--- src/rtl/ha_burst_accumulator.sv ---
// ha_burst_accumulator: sums half-adder {carry,sum} weights over a fixed burst
// of BURST_LEN accepted samples and presents the total with sticky overflow and
// illegal-code flags on a held valid/ready output.
module ha_burst_accumulator #(
   parameter int ACC_W     = 8,
   parameter int BURST_LEN = 4
) (
   input  logic             clk,
   input  logic             rst,
   input  logic             clear,
   input  logic             in_valid,
   input  logic             in_sum,
   input  logic             in_carry,
   output logic             in_ready,
   output logic             out_valid,
   input  logic             out_ready,
   output logic [ACC_W-1:0] out_total,
   output logic             out_ovf,
   output logic             out_err
);

   localparam int CNT_W = $clog2(BURST_LEN + 1);

   typedef enum logic [1:0] {IDLE, ACCUM, HOLD} state_t;

   state_t             state, state_nxt;
   logic [ACC_W-1:0]   acc;
   logic [CNT_W-1:0]   cnt;
   logic               ovf, err;

   logic               accept, last, handshake;
   logic [1:0]         w;
   logic [ACC_W-1:0]   base;
   logic [ACC_W:0]     sum;
   logic [CNT_W-1:0]   cnt_inc;
   logic               ovf_nxt, err_nxt;

   assign in_ready  = (state != HOLD) & ~rst & ~clear;
   assign accept    = in_valid & in_ready;
   assign handshake = (state == HOLD) & out_valid & out_ready;

   // Candidate accumulator/count/flag values for an accepted sample; IDLE starts a fresh burst
   always_comb begin
      w       = {in_carry, in_sum};
      base    = (state == IDLE) ? '0 : acc;
      sum     = {1'b0, base} + (ACC_W + 1)'(w);
      cnt_inc = (state == IDLE) ? CNT_W'(1) : cnt + CNT_W'(1);
      ovf_nxt = ((state != IDLE) & ovf) | sum[ACC_W];
      err_nxt = ((state != IDLE) & err) | (w == 2'b11);
      last    = (cnt_inc == CNT_W'(BURST_LEN));
   end

   // Next-state logic: clear overrides both accept and result handshake
   always_comb begin
      state_nxt = state;
      if (clear) begin
         state_nxt = IDLE;
      end else begin
         case (state)
            IDLE, ACCUM: if (accept) state_nxt = last ? HOLD : ACCUM;
            HOLD:        if (handshake) state_nxt = IDLE;
            default:     state_nxt = IDLE;
         endcase
      end
   end

   // State register
   always_ff @(posedge clk or posedge rst) begin
      if (rst) state <= IDLE;
      else     state <= state_nxt;
   end

   // Accumulation datapath and result registers; results latch on HOLD entry
   always_ff @(posedge clk or posedge rst) begin
      if (rst) begin
         acc       <= '0;
         cnt       <= '0;
         ovf       <= 1'b0;
         err       <= 1'b0;
         out_valid <= 1'b0;
         out_total <= '0;
         out_ovf   <= 1'b0;
         out_err   <= 1'b0;
      end else if (clear) begin
         acc       <= '0;
         cnt       <= '0;
         ovf       <= 1'b0;
         err       <= 1'b0;
         out_valid <= 1'b0;
      end else if (accept) begin
         acc <= sum[ACC_W-1:0];
         cnt <= cnt_inc;
         ovf <= ovf_nxt;
         err <= err_nxt;
         if (last) begin
            out_total <= sum[ACC_W-1:0];
            out_ovf   <= ovf_nxt;
            out_err   <= err_nxt;
            out_valid <= 1'b1;
         end
      end else if (handshake) begin
         acc       <= '0;
         cnt       <= '0;
         ovf       <= 1'b0;
         err       <= 1'b0;
         out_valid <= 1'b0;
      end
   end

endmodule

--- config.mk ---
export PLATFORM = sky130hd
export DESIGN_NAME = ha_burst_accumulator
export DESIGN_NICKNAME = d
export VERILOG_FILES = /design/src/rtl/ha_burst_accumulator.sv
export SDC_FILE = /design/constraint.sdc
export NUM_CORES = 1
export LEC_CHECK = 0
export CORE_MARGIN = 4
export CORE_UTILIZATION = 30
export DETAILED_ROUTE_END_ITERATION = 16
export SLEW_MARGIN = 5
export SYNTH_ARGS = -nofsm -noshare
export SYNTH_HDL_FRONTEND = slang
export SYNTH_SLANG_ARGS = --single-unit
--- constraint.sdc ---
create_clock -name clk -period 2.9 [get_ports clk]
set_input_delay 0.58 -clock clk [delete_from_list [all_inputs] [get_ports clk]]
set_output_delay 0.58 -clock clk [all_outputs]
set_load 0.1 [all_outputs]
== Yosys cells after proc, flatten, opt, wreduce, memory -nomap -nowiden ==
Index checks and enable logic that the tools add are counted.

* Bits in read-only memories: 0
* Latch bits: 0
* Logic and storage cells: 58
* Memories kept: 0
* Input port bits: 7
* Bits in writable memories: 0
* Output and inout port bits: 12
* Register bits after elaboration: 26

* Mux-type cells: 21
* Reduce and logical (&&, ||, !) cells: 7
* Eq/ne operators: 8
* $lt $le $gt $ge: 0
* Shift-type cells: 0
* Multiply operators: 0
* Divide/modulo/power cells: 0
* Bitwise gates (word level): 11
* Add/sub/neg operators: 2

{| class="wikitable"
|+ Operators by type and width
! kind !! count
|-
| 8-bit 2-to-1 mux || 4
|-
| 3-bit 2-to-1 mux || 4
|-
| 8-bit by 2-bit adder with 9-bit output || 1
|-
| 1-bit 2-to-1 mux || 8
|-
| 2-bit 2-to-1 mux || 4
|-
| 1-bit bitwise AND || 7
|-
| 3-bit != test (second input constant) || 2
|-
| 2-bit equality test (second input constant) || 2
|-
| 2-bit case mux with 2 select lines || 1
|-
| 2-bit AND reduction || 2
|-
| 3-bit by 1-bit adder with 3-bit output (second input constant) || 1
|-
| 3-bit equality test (second input constant) || 1
|-
| 3-bit by 2-bit != test with 1-bit output (second input constant) || 1
|-
| 3-bit AND reduction || 1
|-
| 3-bit nonzero test || 1
|-
| 2-bit by 1-bit equality test with 1-bit output (second input constant) || 1
|-
| 2-bit zero test || 1
|-
| 2-bit != test (second input constant) || 1
|-
| 1-bit NOT || 2
|-
| 1-bit OR || 2
|-
| 2-bit nonzero test || 1
|-
| 2-bit OR reduction || 1
|}

== Longest topological paths before layout ==
Gate-level depths: netlist of run 1.

* Depth after elaboration: 7
* Gate-level depth with buffers: 9
* Gate-level depth less buffers: 8

== Worst setup path before layout of run 1 ==
OpenSTA, ideal clock, no wires.

* Kind: input port to flip-flop
* Start: in clear
* End: reg acc[6]
* Buffers on the path: 0
* Setup time: 0.103 ns
* Setup slack: -0.419 ns
* Stages: 3
* Data arrival time: 3.216 ns
* Required time: 2.797 ns
* Cells stage by stage: nor3_1 -> nand2_1 -> o32ai_1

* Cells in the longest elaborated chain, start to end: 5
* Elaborated cells between the ends (all ways): 6
* Those cells by class: mux: 2; bitwise: 3; reduce/logical: 1

{| class="wikitable"
|+ RTL lines
! item !! line !! RTL
|-
| start, declared || 10 || <nowiki>input logic clear,</nowiki>
|-
| 1-bit NOT (no line) || n/a ||
|-
| 1-bit bitwise AND || 38 || <nowiki>assign in_ready = (state != HOLD) & ~rst & ~clear;</nowiki>
|-
| 1-bit bitwise AND || 39 || <nowiki>assign accept = in_valid & in_ready;</nowiki>
|-
| 8-bit 2-to-1 mux || 90 || <nowiki>end else if (accept) begin</nowiki>
|-
| 8-bit 2-to-1 mux || 84 || <nowiki>end else if (clear) begin</nowiki>
|-
| end signal, assigned || 91 || <nowiki>acc <= sum[ACC_W-1:0];</nowiki>
|-
| end, declared || 27 || <nowiki>logic [ACC_W-1:0] acc;</nowiki>
|}

Parallel ways exist; a longest one is shown, timed or not.
A chain may end at the register's enable or synchronous reset.

== Worst setup path after layout of run 1 ==
* Start: reg state[1]
* End: reg out_total[4]

* Cells in the longest elaborated chain, start to end: 5
* Elaborated cells between the ends (all ways): 10
* Those cells by class: add/sub: 1; eq/ne: 2; mux: 2; bitwise: 3; reduce/logical: 2

{| class="wikitable"
|+ RTL lines
! item !! line !! RTL
|-
| start, declared || 26 || <nowiki>state_t state, state_nxt;</nowiki>
|-
| start signal, assigned || 70 || <nowiki>else state <= state_nxt;</nowiki>
|-
| branches (longest 5 deep; another with 8-bit by 2-bit adder with 9-bit output) || n/a ||
|-
| end signal, assigned || 96 || <nowiki>out_total <= sum[ACC_W-1:0];</nowiki>
|-
| end, declared || 17 || <nowiki>output logic [ACC_W-1:0] out_total,</nowiki>
|}

Several ways; the timed one is not identified.

==> impl_metrics.yaml, run 1 <==
detailed_routing:
  vias: 984
  antenna_left: 0
  drtIter0Drc: 36
  via_per_inst: 5.18
  drc_errors: 0
  wl_um: 2800
  avgRoutedWirePerCell_um: 14.8
  firstDrtPassIters: 4
floorplanning:
  die_h_um: 74.6
  dieArea_mm2: 0.00556
  die_x_um: 74.6
  rows: 23
  coreArea_mm2: 0.00414
  start_util_pct: 32.1
  num_io_pins: 19
sta:
  relSlewSlack_pct: 64.6
  rsz0062_at_grt: "no"
  post-route-min-period_ns: 2.44
  setup_viol: 0
  fmax_mhz: 410
  finalHoldViolCount: 0
  tightest_slew_ns: 0.529
  whs_ns: 0.491
  drv_slew: 0
  clock_skew_ns: 0.00853
  tns_ns: 0
  timing.final.crit_share_pct: 84.1
global_route:
  grtUsageTotal_pct: 11.1
  grt_pass1_wl_um: 4730
  busiest_layer: "met2"
  first_global_vias: 958
  antenna_found_initial: 0
  met1_usage_pct: 16.3
  grt_max_degree: 27
  use_met2_pct: 16.4
  grt_overflow: 0
  met3_usage_pct: 2.30
cts:
  clkTransAtPathRegs_ns: 0.10
  cts_tree: "built"
  cts-resized-gates: 0
  clk_root_buffer_cell: "clkbuf_8"
  cts_sinks: 26
  cts_hold_buf: 0
  clk_latency_ns: 0.27
  cts_buffer_depth: 2
  cts_htree_levels: 1
  cts_made_buffers: 3
  post_cts_buffers: 0
cells_and_area:
  layout_common_cells: "dfrtp_1 (26), buf_4 (14), nand2_1 (13)"
  layout-drive-gt1-share_pct: 20.7
  area_delta_synth_final_pct: 21.7
  nets: 152
  layout_commonest_cell: "dfrtp_1"
  final-instance-count-excl-fill: 190
  diodes: 0
  n_fill_cell: 415
setup_path:
  max_stage_delay_ns: 0.46
  required_ns: 3.06
  crit_chain: "or2_2 > and2_1 > ha_1 > fa_1 > nand3_1 > xnor2_1 > and2_1 > mux2_2"
  r2r_cells: 8
  end_kind: "flop"
  worst_path_max_delay_cell: "dfrtp_1"
  crit_arrival_ns: 2.60
  startpoint_type: "flop"
  critPathTopFamily: "simple AND/OR/NAND/NOR gates"
  cpMostUsedCell: "and2_1"
  crit_fanout: 7
  critPathBufInv: 0
  path_depth: 8
  path_class: "flop to flop"
yosys:
  async_flop_share_pct: 100
  synth_nets: 132
  yosys.area.top_type: "dfrtp_1"
  netlist_area_mm2: 0.00133
  synth_seq_cells: 26
  synth_edf_count: 0
  ys_warn_count: 0
  synth_ff_type: "dfrtp_1"
  synth_area_per_cell_um2: 11.0
  yosysSeqAreaShare_pct: 49.0
  synth_top_area_share_pct: 49.0
  synthCells: 121
  synth_cell_type_count: 40
  netlist_top_cells_area: "dfrtp_1 (49%), mux2_2 (4.2%), nand2_1 (3.7%)"
power_and_ir_drop:
  switchingPower_mw: 0.154
  vdd_ir_drop_max_mv: 0.246
  leakagePower_nw: 0.788
  p_comb_share_pct: 7.8
  power_frac_clock_pct: 41.4
  p_int_mw: 0.574
  power_frac_seq_pct: 50.8
  p_sw_share_pct: 21.1
  p_per_area_mw_per_mm2: 450
place:
  numPortBuffers: 18
  dp_hpwl_um: 2080
  globalplace.congestion: 0.806
  dp.cells: 186
job:
  drv_cap: 0
run_status:
  outcome: "finished clean"
worst_hold_path:
  whs_path_depth: 2
  worstHoldPathType: "flop to flop"
-- cells in the mapped netlist (3+ instances only) --
master / instances
ha_1: 3
xor2_1: 4
a21oi_1: 3
xnor2_1: 3
mux2_2: 5
nand4_1: 3
nand2_1: 13
inv_1: 3
o21ai_0: 6
and2_1: 3
o21ai_1: 6
dfrtp_1: 26
a22o_1: 4
nor2_1: 3
nor3_1: 3
-- sequential cells by signal (all words and copies together), names as in the netlist, 2 cells and up --
signal / cells
cnt: 3
acc: 8
state: 2
out_total: 8
-- kinds of logic after synthesis --
logic type	synth area share, %
AO/OA/AOI/OAI	15.8
XOR/XNOR	4.61
adder cells (fa/ha/maj)	4.33
buffers and inverters	3.58
flip-flops	49.0
multiplexers	4.24
AND/OR/NAND/NOR	18.5
-- worst register-to-register path: cells and delay by family (launching register included) --
kind	cells	cell delay, ns
simple gates	4	0.88
fa+ha+maj	2	0.67
mux	1	0.26
xor+xnor	1	0.07
flops	1	0.46
-- final timing paths --
kind,from,end,slack [ns]
worst max-delay path,state[1]$_DFFE_PP0P_,out_total[4]$_DFFE_PP0P_,0.46
worst min-delay path,out_total[5]$_DFFE_PP0P_,out_total[5]$_DFFE_PP0P_,0.49
worst max register to register,state[1]$_DFFE_PP0P_,out_total[4]$_DFFE_PP0P_,0.46
worst min register to register,out_total[5]$_DFFE_PP0P_,out_total[5]$_DFFE_PP0P_,0.49
max in group asynchronous,rst,acc[3]$_DFFE_PP0P_,1.78
min in group asynchronous,rst,acc[6]$_DFFE_PP0P_,0.86
-- per-stage QoR --
| step | instance area, µm² | worst slack, ns | power (mW) | utilization [%] |
|---|---|---|---|---|
| floorplan | 1330 | 0.504 | 0.408 | - |
| global placement | 1550 | 0.447 | 0.433 | 37.3 |
| detailed placement | 1550 | 0.411 | 0.435 | 37.3 |
| CTS | 1620 | 0.477 | 0.734 | 39.0 |
| global route | 1620 | 0.347 | 0.757 | 39.0 |
| finish | 1620 | 0.461 | 0.728 | 39.0 |
-- layout make-up --
| type | instances | area, µm² | area share, % |
|---|---|---|---|
| sequential | 26 | 651 | 40.2 |
| multi-input combinational | 86 | 636 | 39.3 |
| tap | 50 | 62.6 | 3.87 |
| clock buffer | 3 | 41.3 | 2.55 |
| inverter | 3 | 11.3 | 0.697 |
| timing repair buffer | 21 | 185 | 11.5 |
| clock inverter | 1 | 30.0 | 1.86 |
-- metal layers --
metal	part of all wire (%)	vias up
met5	0	-
met4	1.6	0
met3	5.6	5
met2	45	24
met1	48	474
li1	-	481
-- power groups by stage --
stage	registers, mW	clock network (mW)	logic, mW
3_5_place_dp	0.377	0	0.0575
3_3_place_gp	0.377	0	0.0564
4_1_cts	0.370	0.307	0.0577
5_1_grt	0.371	0.323	0.0627
2_1_floorplan	0.376	0	0.0321
6_report	0.370	0.301	0.0569
No activity file was read; power rests on OpenSTA's default activity.
==> run 2: changes to the inputs <==
clock period = 2 ns   (was 2.9 ns; I/O delays follow)
==> impl_metrics.yaml, run 2 (synthesized netlist as in run 1, its figures left out) <==
run_status:
  outcome: "finished clean"
floorplanning:
  num_io_pins: 19
  dieArea_mm2: 0.00556
  coreArea_mm2: 0.00414
  die_x_um: 74.6
  rows: 23
  start_util_pct: 32.1
  die_h_um: 74.6
setup_path:
  path_class: "flop to flop"
  required_ns: 2.15
  startpoint_type: "flop"
  worst_path_max_delay_cell: "dfrtp_1"
  max_stage_delay_ns: 0.38
  crit_fanout: 4
  crit_chain: "or2_4 > and2_4 > ha_4 > fa_2 > nand3_2 > xnor2_1 > and2_1 > mux2_2"
  end_kind: "flop"
  crit_arrival_ns: 2.13
cts:
  cts_tree: "built"
  cts_htree_levels: 1
  cts_buffer_depth: 2
  clk_latency_ns: 0.26
  post_cts_buffers: 0
  cts_sinks: 26
  clkTransAtPathRegs_ns: 0.08
  cts_made_buffers: 3
  clk_root_buffer_cell: "clkbuf_8"
sta:
  timing.final.ws_setup_ns: 0.0175
  clock_skew_ns: 0.00271
  setup_viol: 0
  tightest_slew_ns: 0.432
  fmax_mhz: 504
  rsz0062_at_grt: "yes"
  timing.final.crit_share_pct: 99.1
  drv_slew: 0
  post-route-min-period_ns: 1.98
  finalHoldViolCount: 0
  relSlewSlack_pct: 71.1
place:
  dp_hpwl_um: 2300
  globalplace.congestion: 0.822
  numPortBuffers: 18
  pre_cts_slack_ns: -0.175
power_and_ir_drop:
  p_sw_share_pct: 22.3
  power_frac_clock_pct: 30.5
  p_per_area_mw_per_mm2: 520
  p_total_mw: 0.917
  vdd_ir_drop_max_mv: 0.218
  leakagePower_nw: 0.866
  p_int_mw: 0.713
  p_comb_share_pct: 11.2
  power_frac_seq_pct: 58.4
  switchingPower_mw: 0.205
cells_and_area:
  largestRegisters: "acc (8), out_total (8), cnt (3)"
  layout_common_cells: "buf_4 (33), dfrtp_1 (26), nand2_1 (13)"
  diodes: 0
  n_fill_cell: 412
  layout-drive-gt1-share_pct: 32.9
  nets: 171
  area_delta_synth_final_pct: 32.9
  layout_commonest_cell: "buf_4"
detailed_routing:
  vias: 1069
  antenna_left: 0
  drc_errors: 0
  drtIter0Drc: 38
  firstDrtPassIters: 4
  avgRoutedWirePerCell_um: 14.4
  via_per_inst: 5.14
  wl_um: 3000
worst_hold_path:
  worstHoldPathType: "flop to flop"
global_route:
  antenna_found_initial: 0
  grt_pass1_wl_um: 5300
  grt_overflow: 0
  grt_max_degree: 27
  grtUsageTotal_pct: 12.1
  first_global_vias: 1121
job:
  drv_cap: 0
## run 2: cell type report
cell class              count  area, µm²  share of cell area, %
clock buffers               3       41.3                   2.34
repair buffers             40        328                   18.6
well taps                  50       62.6                   3.54
flip-flops and latches     26        651                   36.9
inverters                   3       11.3                  0.638
multi-input cells          86        672                   38.1
## run 2: final timing paths
| path | start | end | slack [ns] | depth (start not counted) |
|---|---|---|---|---|
| min in group asynchronous | rst | cnt[1]$_DFFE_PP0P_ | 0.72 | 4 |
| hold reg to reg | out_err$_DFFE_PP0P_ | out_err$_DFFE_PP0P_ | 0.50 | 2 |
| setup reg to reg | state[0]$_DFFE_PP0P_ | out_total[4]$_DFFE_PP0P_ | 0.02 | 8 |
| setup / recovery | state[0]$_DFFE_PP0P_ | out_total[4]$_DFFE_PP0P_ | 0.02 | 8 |
| hold / removal | out_err$_DFFE_PP0P_ | out_err$_DFFE_PP0P_ | 0.50 | 2 |
| max in group asynchronous | rst | state[1]$_DFFE_PP0P_ | 1.03 | 4 |
## run 2: worst max-delay path, delay by kind of cell, from the launching register on
kind,cells,cell delay (ns)
simple gates,4,0.64
fa+ha+maj,2,0.53
flops,1,0.38
mux,1,0.26
xor+xnor,1,0.05
## run 2: power by group through the flow
stage / combinational [mW] / clock (mW) / sequential (mW)
floorplan: 0.0505 / 0 / 0.545
global placement: 0.100 / 0 / 0.545
detailed placement: 0.104 / 0 / 0.546
CTS: 0.104 / 0.293 / 0.535
global route: 0.111 / 0.325 / 0.536
finish: 0.103 / 0.279 / 0.535
## run 2: per-stage QoR
stage | setup TNS (ns) | hold WS [ns] | area (µm²) | utilization, % | cells
floorplan | -0.429 | 0.449 | 1380 | - | 121
global placement | -0.616 | 0.470 | 1720 | 41.6 | 205
detailed placement | -1.14 | 0.481 | 1720 | 41.6 | 205
CTS | -0.00288 | 0.502 | 1770 | 42.6 | 208
global route | -0.256 | 0.520 | 1770 | 42.6 | 208
finish | 0 | 0.496 | 1770 | 42.6 | 208
## run 2: layer usage
| layer | wire, µm | vias up | track usage (%) |
|---|---|---|---|
| met1 | 1370 | 528 | 16.8 |
| met5 | 0 | - | 0 |
| met3 | 154 | 2 | 2.30 |
| met2 | 1460 | 26 | 20.0 |
| met4 | 14 | 0 | 2.17 |
| li1 | - | 513 | - |
## run 2: timing repair
| action | CTS | global route |
|---|---|---|
| endpoints found under the setup margin | 2 | 11 |
| hold endpoints to repair | 0 | 0 |
| pin swaps | 1 | 2 |
| hold buffers | 0 | 0 |
| gates resized for setup | 0 | 1 |
